### config.mk
export PLATFORM = sky130hd
export DESIGN_NAME = scope_chan_seq
export DESIGN_NICKNAME = d
export VERILOG_FILES = /design/src/rtl/scope_chan_seq.sv
export SDC_FILE = /design/constraint.sdc
export NUM_CORES = 1
export LEC_CHECK = 0
export ABC_CLOCK_PERIOD_IN_PS = 3600
export CORE_ASPECT_RATIO = 1.75
export CORE_MARGIN = 2
export CORE_UTILIZATION = 44
export DETAILED_ROUTE_END_ITERATION = 10
export MAX_ROUTING_LAYER = met4
export PLACE_DENSITY = 0.81
export SYNTH_ARGS = -nofsm -noshare
export SYNTH_HDL_FRONTEND = slang
export SYNTH_SLANG_ARGS = --single-unit
### constraint.sdc
create_clock -name clk -period 3.6 [get_ports clk]
set_clock_uncertainty 0.15 [all_clocks]
set_input_delay 0.54 -clock clk [delete_from_list [all_inputs] [get_ports clk]]
set_output_delay 0.54 -clock clk [all_outputs]
set_load 0.05 [all_outputs]
### src/rtl/scope_chan_seq.sv
// ============================================================================
// Module   : scope_chan_seq
// Brief    : N-channel sample selector / sequencer (fixed, alternate, chop).
// Revision : 1.0 - initial release
// ============================================================================
`default_nettype none

module scope_chan_seq #(
    parameter int WIDTH = 8,
    parameter int NCH   = 4,
    parameter int CHW   = 2
) (
    input  logic               clk,
    input  logic               rst,
    input  logic [NCH*WIDTH-1:0] in_data,
    input  logic               in_valid,
    input  logic [1:0]         mode,
    input  logic [CHW-1:0]     sel,
    input  logic [NCH-1:0]     ch_enable,
    input  logic [7:0]         chop_len,
    input  logic               sweep_end,
    output logic [WIDTH-1:0]   out_data,
    output logic [CHW-1:0]     out_ch,
    output logic               out_valid
);

    localparam logic [1:0] c_MODE_ALT  = 2'b01;
    localparam logic [1:0] c_MODE_CHOP = 2'b10;

    logic [CHW-1:0]   r_cur_ch;
    logic [7:0]       r_cnt;
    logic [1:0]       r_mode_q;
    logic [WIDTH-1:0] r_out_data;
    logic [CHW-1:0]   r_out_ch;
    logic             r_out_valid;

    logic             w_fixed;
    logic [CHW-1:0]   w_fix_ch;
    logic             w_cur_en;
    logic             w_accept;
    logic             w_drop;
    logic [7:0]       w_chop_eff;
    logic             w_slot_done;
    logic [CHW-1:0]   w_next_ch;
    logic [CHW-1:0]   w_above_ch;
    logic [CHW-1:0]   w_low_ch;
    logic             w_has_above;
    logic             w_any;
    logic [WIDTH-1:0] w_sample;

    // Reserved mode 11 behaves exactly like fixed.
    assign w_fixed     = (mode != c_MODE_ALT) && (mode != c_MODE_CHOP);
    assign w_fix_ch    = (int'(sel) < NCH) ? sel : '0;
    assign w_cur_en    = ch_enable[r_cur_ch];
    assign w_accept    = in_valid && (w_fixed || w_cur_en);
    assign w_drop      = in_valid && !w_fixed && !w_cur_en;
    assign w_chop_eff  = (chop_len == 8'd0) ? 8'd1 : chop_len;
    assign w_slot_done = (r_cnt >= (w_chop_eff - 8'd1));

    // Descending scan: the last hit is the lowest enabled channel (wrap target)
    // and the lowest enabled channel strictly above the current one.
    always_comb begin
        w_next_ch   = r_cur_ch;
        w_above_ch  = '0;
        w_low_ch    = '0;
        w_has_above = 1'b0;
        w_any       = 1'b0;
        w_sample    = '0;
        for (int i = NCH - 1; i >= 0; i--) begin
            if (ch_enable[i]) begin
                w_any    = 1'b1;
                w_low_ch = CHW'(i);
                if (CHW'(i) > r_cur_ch) begin
                    w_has_above = 1'b1;
                    w_above_ch  = CHW'(i);
                end
            end
        end
        if (w_has_above) begin
            w_next_ch = w_above_ch;
        end else if (w_any) begin
            w_next_ch = w_low_ch;
        end
        for (int i = 0; i < NCH; i++) begin
            if (CHW'(i) == r_cur_ch) begin
                w_sample = in_data[i*WIDTH +: WIDTH];
            end
        end
    end

    always_ff @(posedge clk) begin
        if (rst) begin
            r_cur_ch    <= '0;
            r_cnt       <= 8'd0;
            r_mode_q    <= 2'b00;
            r_out_data  <= '0;
            r_out_ch    <= '0;
            r_out_valid <= 1'b0;
        end else begin
            r_mode_q    <= mode;
            r_out_valid <= w_accept;
            if (w_accept) begin
                r_out_data <= w_sample;
                r_out_ch   <= r_cur_ch;
            end

            if (w_fixed) begin
                r_cur_ch <= w_fix_ch;
                r_cnt    <= 8'd0;
            end else if (mode == c_MODE_ALT) begin
                r_cnt <= 8'd0;
                if (w_drop || sweep_end) begin
                    r_cur_ch <= w_next_ch;
                end
            end else begin
                if (w_drop) begin
                    r_cur_ch <= w_next_ch;
                    r_cnt    <= 8'd0;
                end else if (w_accept) begin
                    if (w_slot_done) begin
                        r_cur_ch <= w_next_ch;
                        r_cnt    <= 8'd0;
                    end else begin
                        r_cnt <= r_cnt + 8'd1;
                    end
                end
            end

            if (mode != r_mode_q) begin
                r_cnt <= 8'd0;
            end
        end
    end

    assign out_data  = r_out_data;
    assign out_ch    = r_out_ch;
    assign out_valid = r_out_valid;

endmodule

`default_nettype wire

* Word-level counts from Yosys, hierarchy flattened
Cells that the tools add are included.
** Cells by class
- $lt $le $gt $ge :: 6
- Reductions and logical operators :: 14
- Equality and inequality tests :: 8
- Multiplexer cells :: 40
- Add/sub/neg operators :: 2
** Operators with widths (number)
- 8-bit two-way mux :: 6
- 2-bit two-way mux :: 20
- 1-bit two-way mux :: 13
- 8-bit by 1-bit adder with 8-bit output (second input constant) :: 1
- 8-bit >= comparator :: 1
- 8-bit zero test :: 1
- 4-bit nonzero test :: 2
- 8-bit by 1-bit subtractor with 8-bit output (second input constant) :: 1
- 5-bit OR reduction :: 1
- 2-bit equality test (first input constant) :: 2
- 1-bit by 2-bit > comparator with 1-bit output (first input constant) :: 2
- 2-bit > comparator (first input constant) :: 2
- 1-bit logical AND :: 4
- 2-bit by 3-bit less-than comparator with 1-bit output (second input constant) :: 1
- 3-bit by 2-bit inequality test with 1-bit output (second input constant) :: 1
- 3-bit AND reduction :: 1
- 1-bit binary-select mux with 2-bit select :: 1
- 1-bit by 2-bit equality test with 1-bit output (first input constant) :: 1
- 2-bit by 1-bit equality test with 1-bit output (second input constant) :: 1
- 1-bit zero test :: 2
- 2-bit zero test :: 1
- 1-bit logical OR :: 2
- 2-bit by 1-bit inequality test with 1-bit output (second input constant) :: 1
- 2-bit inequality test :: 1
- 2-bit inequality test (second input constant) :: 1
** Word-level totals
- Word-level logic and storage cells :: 76
- Input port bits :: 52
- Bits in registers :: 23
- Output and inout bits :: 11

* Depth between registers and ports, before layout
- Depth after elaboration :: 15
- Mapped depth :: 14
- Gate-level depth less buffers :: 13

* Least setup slack after synthesis
OpenSTA, ideal clock, no wires.
- Path type :: input-to-reg
- Start :: in chop_len[2]
- End :: reg r_cnt[6]
- Buffers on the path :: 1
- Setup time :: 0.076 ns
- Data arrival time :: 2.720 ns
- Path slack :: 0.654 ns
- Stages on the path :: 11
- Path through :: nor4_1 nand2_1 nor2_1 nor2_1 ha_1 ha_1 a2111oi_0 o31a_1 buf_4 nand3_1 a31oi_1
** On the way
- Longest elaborated chain between the ends :: 5
** RTL lines
- start: declaration :: line 20 : input logic [7:0] chop_len,
- 8-bit zero test :: line 57 : assign w_chop_eff = (chop_len == 8'd0) ? 8'd1 : chop_len;
- 8-bit two-way mux * :: line 57
- 8-bit by 1-bit subtractor with 8-bit output * :: line 58 : assign w_slot_done = (r_cnt >= (w_chop_eff - 8'd1));
- 8-bit >= comparator * :: line 58
- 8-bit two-way mux * :: line 120 : if (w_slot_done) begin
- end signal: assignment :: line 124 : r_cnt <= r_cnt + 8'd1;
- end: declaration :: line 31 : logic [7:0] r_cnt;
Mark *: on every way between the ends. The rest lies on a longest branch, timed or not.
A chain may end at the register's enable or synchronous reset.

* Worst setup path in the final report
- Start :: in chop_len[3]
- End :: reg r_cur_ch[0]
** On the way
- Longest elaborated chain between the ends :: 6
** RTL lines
- 8-bit zero test :: line 57
- 8-bit two-way mux * :: line 57
- 8-bit by 1-bit subtractor with 8-bit output * :: line 58
- 8-bit >= comparator * :: line 58
- 4-bit nonzero test (no line) *
- 3-bit AND reduction (no line) *
- end signal: assignment :: line 108 : r_cur_ch <= w_fix_ch;
- end signal: assignment :: line 113 : r_cur_ch <= w_next_ch;
- end signal: assignment :: line 117 : r_cur_ch <= w_next_ch;
- end: declaration :: line 30 : logic [CHW-1:0] r_cur_ch;
Marked as above.

==> flow_metrics.py <==
metrics = {
    "critical_path": {
        "cp-startpoint": "chop_len[3]",
        "rr_worst_depth": 4,
        "crit_path_max_fanout": 3,
        "arrival_ps": 3280,
        "end_kind": "flip-flop",
        "crit_path_start_kind": "primary input",
        "required_ps": 3640,
        "r2r_start": "r_cur_ch[1]$_SDFFE_PP0P_",
        "critPathKind": "primary input to flip-flop",
    },
    "place": {
        "portBuffers": 62,
        "place_area_um2": 2286,
        "place.gp.congestion": 0.8455,
        "dpl.hpwl_um": 3177,
    },
    "pwr": {
        "p_leak_nw": 0.8288,
        "p_per_area_nw_per_um2": 301.4,
        "peakVddDrop_v": 0.0002238,
    },
    "finish": {
        "postLayoutCellArea_um2": 2332,
        "nets": 320,
        "multiInputGateArea_um2": 1096,
        "diodes": 0,
        "fill_cells": 296,
        "final_cell_mix": "clkdlybuf4s50_1, nand2_1, dfxtp_1",
        "syn2layout_area_growth_pct": 43.94,
        "layout_commonest_cell": "clkdlybuf4s50_1",
        "seqCellArea_um2": 460.4,
        "drive_above_1_share": 0.08594,
    },
    "clock_network": {
        "htreeDepth": 1,
        "ctsResizeCount": 0,
        "cts_buffers": 3,
        "hold_buffers": 0,
        "numClockSinks": 23,
        "clk_pin_slew_ps": 80,
        "clockBufferDepth": 2,
        "clkLatencyLatePin_ps": 260,
        "cts_tree": "built",
        "postCtsSetupBuffers": 0,
        "cts_root_buf": "clkbuf_8",
    },
    "detailed_routing": {
        "drtAntennaViolNets": 0,
        "viasPerCell": 5.553,
        "drc_errors": 0,
        "drt-initial-drc-count": 38,
        "dr.pass1.iters": 4,
        "vias": 1677,
        "wl_per_cell_um": 13.04,
        "routed_wirelength_um": 3937,
    },
    "global_routing": {
        "gr-max-usage-layer": "met2",
        "grt_pass1_vias": 1624,
        "gr-usage-met3": 0.01779,
        "grt_use_met2": 0.3903,
        "grt_use_met1": 0.1770,
        "gr-total-overflow": 0,
        "antenna_found_initial": 0,
        "grtUsageTotal": 0.1966,
        "grt_pass1_wl_um": 6348,
        "grt_max_degree": 20,
    },
    "timing": {
        "final-setup-viol-count": 0,
        "relSlewSlack": 0.4927,
        "fmax_mhz": 308.2,
        "tightest_slew_ps": 760.8,
        "rsz0062_at_grt": "no",
        "whs_ps": 316.9,
        "fin_crit_ps": 3245,
        "post-route-period-util": 0.9013,
        "slew_viol_final": 0,
        "finalHoldViolCount": 0,
        "tns_ps": 0,
    },
    "floorplan": {
        "fp.dieW_um": 49.87,
        "core-area_um2": 3592,
        "dieArea_um2": 4203,
        "dieHeight_um": 84.28,
        "start_util": 0.4511,
        "ios": 63,
        "std_cell_rows": 29,
    },
    "synth": {
        "synth_edf_count": 0,
        "yosysWarnings": 0,
        "syn_avg_cell_area_um2": 8.352,
        "yosysSeqAreaShare": 0.2842,
        "ys_ff_latch": 23,
        "synth_cell_types": 41,
        "synth_flop_cell": "dfxtp_1",
        "netlist_area_um2": 1620,
        "synth_nets": 257,
        "ys_async_sr_fraction": 0,
        "synth_cells": 194,
    },
    "hold_path": {
        "whs_path_depth": 2,
        "min_from": "out_data[5]$_SDFFE_PP0P_",
        "hold_path_class": "flip-flop to flip-flop",
    },
    "run": {
        "drv_cap": 0,
    },
    "run_status": {
        "status": "completed",
    },
}
[area by class of cell]
class / count / share of cell area
timing repair buffer: 66 / 0.2790
multi-input combinational: 157 / 0.4700
inverter: 6 / 0.009657
sequential: 23 / 0.1974
clock buffer: 4 / 0.01931
tap: 46 / 0.02468
[synthesized netlist by cell type, types with 3 or more instances]
| master | n | area, um2 |
|---|---|---|
| nand2_1 | 40 | 150.1 |
| dfxtp_1 | 23 | 460.4 |
| nor2_1 | 15 | 56.30 |
| a21oi_1 | 14 | 70.07 |
| nand3_1 | 14 | 70.07 |
| ha_1 | 11 | 137.6 |
| mux4_2 | 9 | 202.7 |
| a31oi_1 | 6 | 37.54 |
| inv_1 | 6 | 22.52 |
| buf_2 | 4 | 20.02 |
| o21ai_0 | 4 | 20.02 |
| mux2i_1 | 3 | 30.03 |
| nand2b_1 | 3 | 18.77 |
| nor2b_1 | 3 | 18.77 |
| nor4_1 | 3 | 18.77 |
| o21a_1 | 3 | 22.52 |
| xnor2_1 | 3 | 26.28 |
| xor2_1 | 3 | 26.28 |
[report_power, final]
part / total, mW / internal [mW] / switching, mW
Clock: 0.159 / 0.0789 / 0.0800
Sequential: 0.285 / 0.270 / 0.0144
Combinational: 0.259 / 0.134 / 0.126
[per-layer routing]
| metal | wire length [um] | vias to the layer above |
|---|---|---|
| met4 | 38 | 0 |
| met1 | 1490 | 796 |
| met5 | 0 | - |
| met2 | 2270 | 47 |
| met3 | 137 | 2 |
| li1 | - | 832 |
[critical path, stage by stage]
cell and delay, ps:
clkdlybuf4s50_1 460, nor4_1 340, nand2_1 110, nor2_1 130
nor2_1 80, ha_1 230, xnor2_1 150, ha_1 270
o21a_1 100, nor2_1 40, or3_1 400, o211ai_2 210
mux2i_1 210
[path summary, 6_finish.rpt]
kind              slack [ps]                  endpoint
setup / recovery         360  r_cur_ch[0]$_SDFFE_PP0P_
setup reg to reg        1290    out_ch[1]$_SDFFE_PP0P_
hold / removal           320  out_data[5]$_SDFFE_PP0P_
hold reg to reg          320  out_data[5]$_SDFFE_PP0P_
[flip-flops by register name (all words and copies together), names as in the netlist]
signal and cells:
out_valid 1, r_mode_q 2, r_cur_ch 2, out_ch 2, r_cnt 8, out_data 8
[cell families (layout without fill, tap and decap cells)]
logic type	count (synthesis)	count (layout)	share of synthesized area
flops	23	23	0.2842
buf+inv	14	76	0.04015
mux	12	12	0.1436
compound gates	39	39	0.1599
simple gates	89	89	0.2548
fa+ha+maj	11	11	0.08494
xor+xnor	6	6	0.03244
[per-stage QoR]
step	util	power [mW]	setup slack [ps]	instances
4_1_cts	0.6489	0.7089	327.0	302
3_3_place_gp	0.6364	0.5461	153.9	298
5_1_grt	0.6493	0.7362	57.54	302
3_5_place_dp	0.6364	0.5516	43.99	298
2_1_floorplan	-	0.4450	654.1	194
6_report	0.6493	0.7030	355.4	302
No activity file was read; power rests on OpenSTA's default activity.
